--- config.mk ---
export PLATFORM = sky130hd
export DESIGN_NAME = uart_tx
export DESIGN_NICKNAME = d
export VERILOG_FILES = /design/src/rtl/uart_tx.sv
export SDC_FILE = /design/constraint.sdc
export NUM_CORES = 1
export LEC_CHECK = 0
export ABC_AREA = 1
export CORE_MARGIN = 4
export CORE_UTILIZATION = 54
export CTS_CLUSTER_DIAMETER = 60
export CTS_CLUSTER_SIZE = 16
export DETAILED_ROUTE_END_ITERATION = 12
export GPL_TIMING_DRIVEN = 0
export PLACE_DENSITY = 0.83
export SYNTH_ARGS = -nofsm -noshare
export SYNTH_HDL_FRONTEND = slang
export SYNTH_SLANG_ARGS = --single-unit
export TNS_END_PERCENT = 50
--- constraint.sdc ---
create_clock -name clk -period 2.2 [get_ports clk]
set_clock_uncertainty 0.15 [all_clocks]
set_input_delay 0.55 -clock clk [delete_from_list [all_inputs] [get_ports clk]]
set_output_delay 0.55 -clock clk [all_outputs]
set_load 0.005 [all_outputs]
--- src/rtl/uart_tx.sv ---
// uart_tx -- serial UART transmitter.
//
// Turns a DBIT-wide word into an asynchronous frame: one start bit (low),
// DBIT data bits LSB first, then a stop period of SB_TICK baud ticks (high).
// Bit timing comes from an external 16x oversampling tick (s_tick).
//
// Ports:
//   clk          system clock
//   reset        synchronous, active-high reset
//   tx_start     request to send din; only looked at while idle
//   s_tick       one-clk pulse at 16x the bit rate
//   din          word to send; captured when the request is accepted
//   tx_done_tick one-cycle pulse on the first idle cycle after the last stop tick
//   tx           serial line, registered, idles high
module uart_tx #(
  parameter int DBIT    = 8,
  parameter int SB_TICK = 16
) (
  input  logic            clk,
  input  logic            reset,
  input  logic            tx_start,
  input  logic            s_tick,
  input  logic [DBIT-1:0] din,
  output logic            tx_done_tick,
  output logic            tx
);

  // Tick counter must reach both 15 (start/data bits) and SB_TICK-1 (stop).
  localparam int S_MAX = (SB_TICK - 1 > 15) ? SB_TICK - 1 : 15;
  localparam int SW    = $clog2(S_MAX + 1);
  localparam int NW    = (DBIT > 1) ? $clog2(DBIT) : 1;

  typedef enum logic [1:0] {IDLE, START, DATA, STOP} state_t;

  state_t          state;
  logic [SW-1:0]   s;
  logic [NW-1:0]   n;
  logic [DBIT-1:0] b;
  logic [DBIT-1:0] b_nxt;

  // Shifted data word; its LSB is the next bit to put on the line, so tx can
  // be loaded at the same edge the shift happens and stay registered.
  always_comb begin
    b_nxt = b >> 1;
  end

  always_ff @(posedge clk) begin
    if (reset) begin
      state        <= IDLE;
      s            <= '0;
      n            <= '0;
      b            <= '0;
      tx           <= 1'b1;
      tx_done_tick <= 1'b0;
    end else begin
      tx_done_tick <= 1'b0;
      case (state)
        IDLE: begin
          tx <= 1'b1;
          if (tx_start) begin
            state <= START;
            s     <= '0;
            b     <= din;
            tx    <= 1'b0;  // start bit begins at the accepting edge
          end
        end

        START: begin
          if (s_tick) begin
            if (s == SW'(15)) begin
              state <= DATA;
              s     <= '0;
              n     <= '0;
              tx    <= b[0];
            end else begin
              s <= s + SW'(1);
            end
          end
        end

        DATA: begin
          if (s_tick) begin
            if (s == SW'(15)) begin
              s <= '0;
              b <= b_nxt;
              if (n == NW'(DBIT - 1)) begin
                state <= STOP;
                tx    <= 1'b1;
              end else begin
                n  <= n + NW'(1);
                tx <= b_nxt[0];
              end
            end else begin
              s <= s + SW'(1);
            end
          end
        end

        STOP: begin
          if (s_tick) begin
            if (s == SW'(SB_TICK - 1)) begin
              state        <= IDLE;
              tx_done_tick <= 1'b1;
              tx           <= 1'b1;
            end else begin
              s <= s + SW'(1);
            end
          end
        end

        default: begin
          state <= IDLE;
          tx    <= 1'b1;
        end
      endcase
    end
  end

endmodule

Word level (Yosys, flattened, before mapping). Cells that the tools add are included.

Input bits: 12. Register bits after elaboration: 19.

Reduce and logical (&&, ||, !) cells: 10. Bitwise operators: 2. Add/sub/neg operators: 2. Eq/ne operators: 16. Multiplexer cells: 35.

Operator list (number): 8-bit 2-to-1 mux (3); 4-bit 2-to-1 mux (5); 2-bit inequality test, second input constant (10); 2-bit 2-to-1 mux (8); 8-bit case mux with 2 select lines (1); 3-bit 2-to-1 mux (5); 4-bit case mux with 3 select lines (1); 6-bit AND reduction (2); 1-bit 2-to-1 mux (9); 2-bit case mux with 4 select lines (1); 4-bit AND reduction (2); 8-bit AND reduction (1); 3-bit case mux with 2 select lines (1); 4-bit by 1-bit adder with 4-bit output, second input constant (1); 2-bit == test, second input constant (2); 4-bit == test, second input constant (1); 1-bit case mux with 4 select lines (1); 2-bit nonzero test (2); 3-bit by 1-bit adder with 3-bit output, second input constant (1); 3-bit == test, second input constant (1); 3-bit OR reduction (1); 2-bit by 1-bit == test with 1-bit output, second input constant (1); 2-bit logical NOT (1); 2-bit by 1-bit inequality test with 1-bit output, second input constant (1); other kinds (2) (3).

Logic depth before layout (Yosys ltp).
Depth in word-level cells: 5. Mapped depth: 10.

Worst setup path before layout. Ideal clock, no wire load.

Path kind: register to register. Start point: reg state[0]. End point: reg s[2]. Cell stages (with the launch flop): 9. Arrival time: 1.365 ns. Setup slack: 0.573 ns. Clock period less this slack: 1.627 ns. Path through: dfxtp_1 > inv_1 > ha_1 > o21ai_1 > nand2_1 > nor2_1 > nand2_1 > nand2_1 > nor2_1.

Longest elaborated chain between the ends: 4.

RTL lines: start, declared (line 35) `state_t state;`; start signal, assigned (line 49) `state <= IDLE;`; start signal, assigned (line 61) `state <= START;`; start signal, assigned (line 71) `state <= DATA;`; 2-bit == test / 2-bit by 1-bit == test with 1-bit output (equally long branches) (line 57) `case (state)`; 2-bit OR reduction (no source line); 2-bit by 1-bit inequality test with 1-bit output (no source line); 4-bit AND reduction (no source line); end signal, assigned (line 76) `s <= s + SW'(1);`; end signal, assigned (line 94) `s <= s + SW'(1);`; end signal, assigned (line 106) `s <= s + SW'(1);`; end, declared (line 36) `logic [SW-1:0] s;`.

Parallel ways exist; a longest one is shown, timed or not. A chain may end at the register's enable or synchronous reset.

Final worst setup path.
Start point: reg tx. End point: out tx.

RTL lines: start, declared (line 25) `output logic tx`; start signal, assigned (line 74) `tx <= b[0];`; start signal, assigned (line 91) `tx <= b_nxt[0];`.

No word-level cell between the ends.

==> results.yml <==
worst_setup_path:
  regToRegEndpoint: "s[2]$_SDFFE_PP0P_"
  max_stage_delay_ns: 0.50
  criticalPathCategory: "flip-flop to output port"
  cp-start-kind: "flip-flop"
  critPathArrivalTime_ns: 1.16
  path_depth: 1
  crit_path_start: "tx$_SDFFE_PP1P_"
  critPathTopFamily: "buffers and inverters"
  worstPathRequired_ns: 1.50
  reg2reg_from: "state[0]$_SDFFE_PP0P_"
  path_max_fanout: 2
  rrSetupSlack_ns: 0.35
  critPathBufInv: 1
  cp_slowest_cell: "clkdlybuf4s50_1"
  rr_worst_depth: 8
  path_cells: "clkdlybuf4s50_1"
  worstSetupEndpointType: "output port"
timing:
  relSlewSlack: 0.7308
  final.period_utilization: 0.8446
  setup_viol: 0
  finalHoldViolations: 0
  tns_ns: 0
  fin_crit_ns: 1.858
  fmax_mhz: 538.1
  drv_slew: 0
  rsz0062_at_grt: "no"
  worst_slew_pin_slew_ns: 0.3996
route:
  vias_per_cell: 4.830
  first_pass_iters: 5
  first_iter_violations: 24
  wl_per_cell_um: 9.973
  route.detailed.drc: 0
  ant_nets: 0
  routed_wl_mm: 2.234
  num_vias: 1082
synthesis:
  synth-edff-count: 0
  ys_seq_elements: 19
  ys_warn_count: 0
  synth_area_sq_um: 1144
  ys_seq_area_frac: 0.3326
  synth_top_area_share: 0.3326
  yosys.area.top_type: "dfxtp_1"
  yosysMostFrequentCell: "nand2_1"
  syn_inst: 180
  ys.flop_type: "dfxtp_1"
  synthTopCellsByArea: "dfxtp_1, nand2_1, nor2_1"
  synth_cell_types: 19
  syn_nets: 199
  synth_common_cells: "nand2_1, nor2_1, inv_1"
  synth.avg_cell_area_sq_um: 6.353
  synth-async-reset-ratio: 0
global_routing:
  grt_overflow: 0
  grt_pass1_wl_mm: 3.870
  grtUsageTotal: 0.1835
  grt_max_degree: 12
  antenna_found_initial: 0
  grt_pass1_vias: 950
cts:
  cts_buffers: 3
  clock-sinks: 19
  ctsResizeCount: 0
  clkTransAtPathRegs_ns: 0.11
  cts-root-buf: "clkbuf_4"
  clockBufferDepth: 2
  htreeDepth: 1
  clock_latency_ns: 0.30
  cts-hold-fix-buffers: 0
  cts_tree: "done"
  postCtsSetupBuffers: 0
run_status:
  status: "finished clean"
finish:
  drive_gt1_frac: 0.09137
  antenna_cells: 0
  finish.net_count: 217
  fillers: 174
  area_growth_pct: 16.74
die:
  rows: 16
  core_sq_um: 1982
  die_w_um: 54.02
  die_h_um: 54.02
  initial_utilization: 0.5770
  ioPinCount: 14
  dieArea_sq_um: 2918
placement:
  gp_congestion: 0.7571
  portBuffers: 13
  dp_hpwl_mm: 1.803
worst_hold_path:
  holdPathStages: 2
  worstHoldEndpoint: "n[2]$_SDFFE_PP0P_"
  min_from: "n[2]$_SDFFE_PP0P_"
  hp-class: "flip-flop to flip-flop"
power:
  leakage_nw: 0.6615
  power_density_nw_per_um2: 1091
  power_mw: 1.457
  worst_ir_drop_vdd_uv: 910.6
flow_run:
  max_cap_viol_count: 0
[cells by family (layout without fill, tap and decap cells)]
group / count (synthesis) / after routing / share of synthesized area
AO/OA/AOI/OAI: 15 / 15 / 0.06564
adder cells (fa/ha/maj): 7 / 7 / 0.07658
buffers and inverters: 26 / 43 / 0.1006
flip-flops: 19 / 19 / 0.3326
AND/OR/NAND/NOR: 113 / 113 / 0.4245
[how the worst max path moves through the flow]
stage | to | slack, ns
6_report | tx | 0.34
5_1_grt | s[1]$_SDFFE_PP0P_ | 0.17
4_1_cts | tx | 0.33
3_5_place_dp | s[2]$_SDFFE_PP0P_ | 0.13
3_3_place_gp | s[2]$_SDFFE_PP0P_ | 0.14
2_1_floorplan | s[2]$_SDFFE_PP0P_ | 0.57
[worst reg2reg max path, delay by kind of cell, from the launching register on]
family,cells,cell delay [ns]
flops,1,0.41
compound gates,1,0.18
buf+inv,1,0.08
fa+ha+maj,1,0.33
simple gates,5,0.60
[registers in the layout, indices dropped and copies added (netlist names)]
| register | flops |
|---|---|
| b | 8 |
| s | 4 |
| n | 3 |
| state | 2 |
| tx | 1 |
| tx_done_tick | 1 |
[per-stage QoR]
| stage | cells | hold WS, ns | area [sq um] | util | setup slack, ns |
|---|---|---|---|---|---|
| 4_1_cts | 224 | 0.3665 | 1335 | 0.6736 | 0.3342 |
| 3_3_place_gp | 220 | 0.3236 | 1308 | 0.6597 | 0.1381 |
| 2_1_floorplan | 180 | 0.3092 | 1144 | - | 0.5733 |
| 3_5_place_dp | 220 | 0.3481 | 1308 | 0.6597 | 0.1298 |
| 6_report | 224 | 0.3619 | 1335 | 0.6736 | 0.3418 |
| 5_1_grt | 224 | 0.3882 | 1335 | 0.6736 | 0.1685 |
[layout make-up]
cell class | count | area [sq um] | share of cell area
well taps | 27 | 33.78 | 0.02530
clock inverters | 1 | 5.005 | 0.003749
plain buffers | 4 | 32.53 | 0.02437
repair buffers | 13 | 130.1 | 0.09747
inverters | 22 | 82.58 | 0.06186
clock buffers | 3 | 22.52 | 0.01687
multi-input cells | 135 | 648.1 | 0.4855
flip-flops and latches | 19 | 380.4 | 0.2849
[layout by cell type, fill, tap and decap left out]
cell / synthesis / routed
nor3_1: 2 / 2
a21oi_1: 4 / 4
dfxtp_1: 19 / 19
nand3_4: 1 / 1
nand2_1: 55 / 55
buf_2: 2 / 2
inv_1: 20 / 20
nor2_4: 1 / 1
clkinv_2: 0 / 1
ha_1: 7 / 7
buf_6: 2 / 2
clkinv_1: 1 / 1
inv_2: 1 / 1
o21ai_1: 2 / 2
clkdlybuf4s50_1: 0 / 13
nand3_1: 8 / 8
o21ai_0: 9 / 9
nor2_1: 35 / 35
nor2_2: 3 / 3
nand4_1: 4 / 4
nand2_2: 4 / 4
clkbuf_4: 0 / 3
[power by group]
group	total [mW]	internal (mW)	switching, mW
Sequential	0.499	0.440	0.0585
Combinational	0.783	0.301	0.482
Clock	0.175	0.0678	0.108
[layer usage]
metal	up-vias	GRT usage	share of wire	wire, um
met1	471	0.2156	0.48	1067
met5	-	0	0	0
met4	0	0.07884	0.023	52
met2	16	0.3165	0.47	1044
li1	589	-	-	-
met3	6	0.04155	0.031	70
Power figures use the tool's default switching activity.
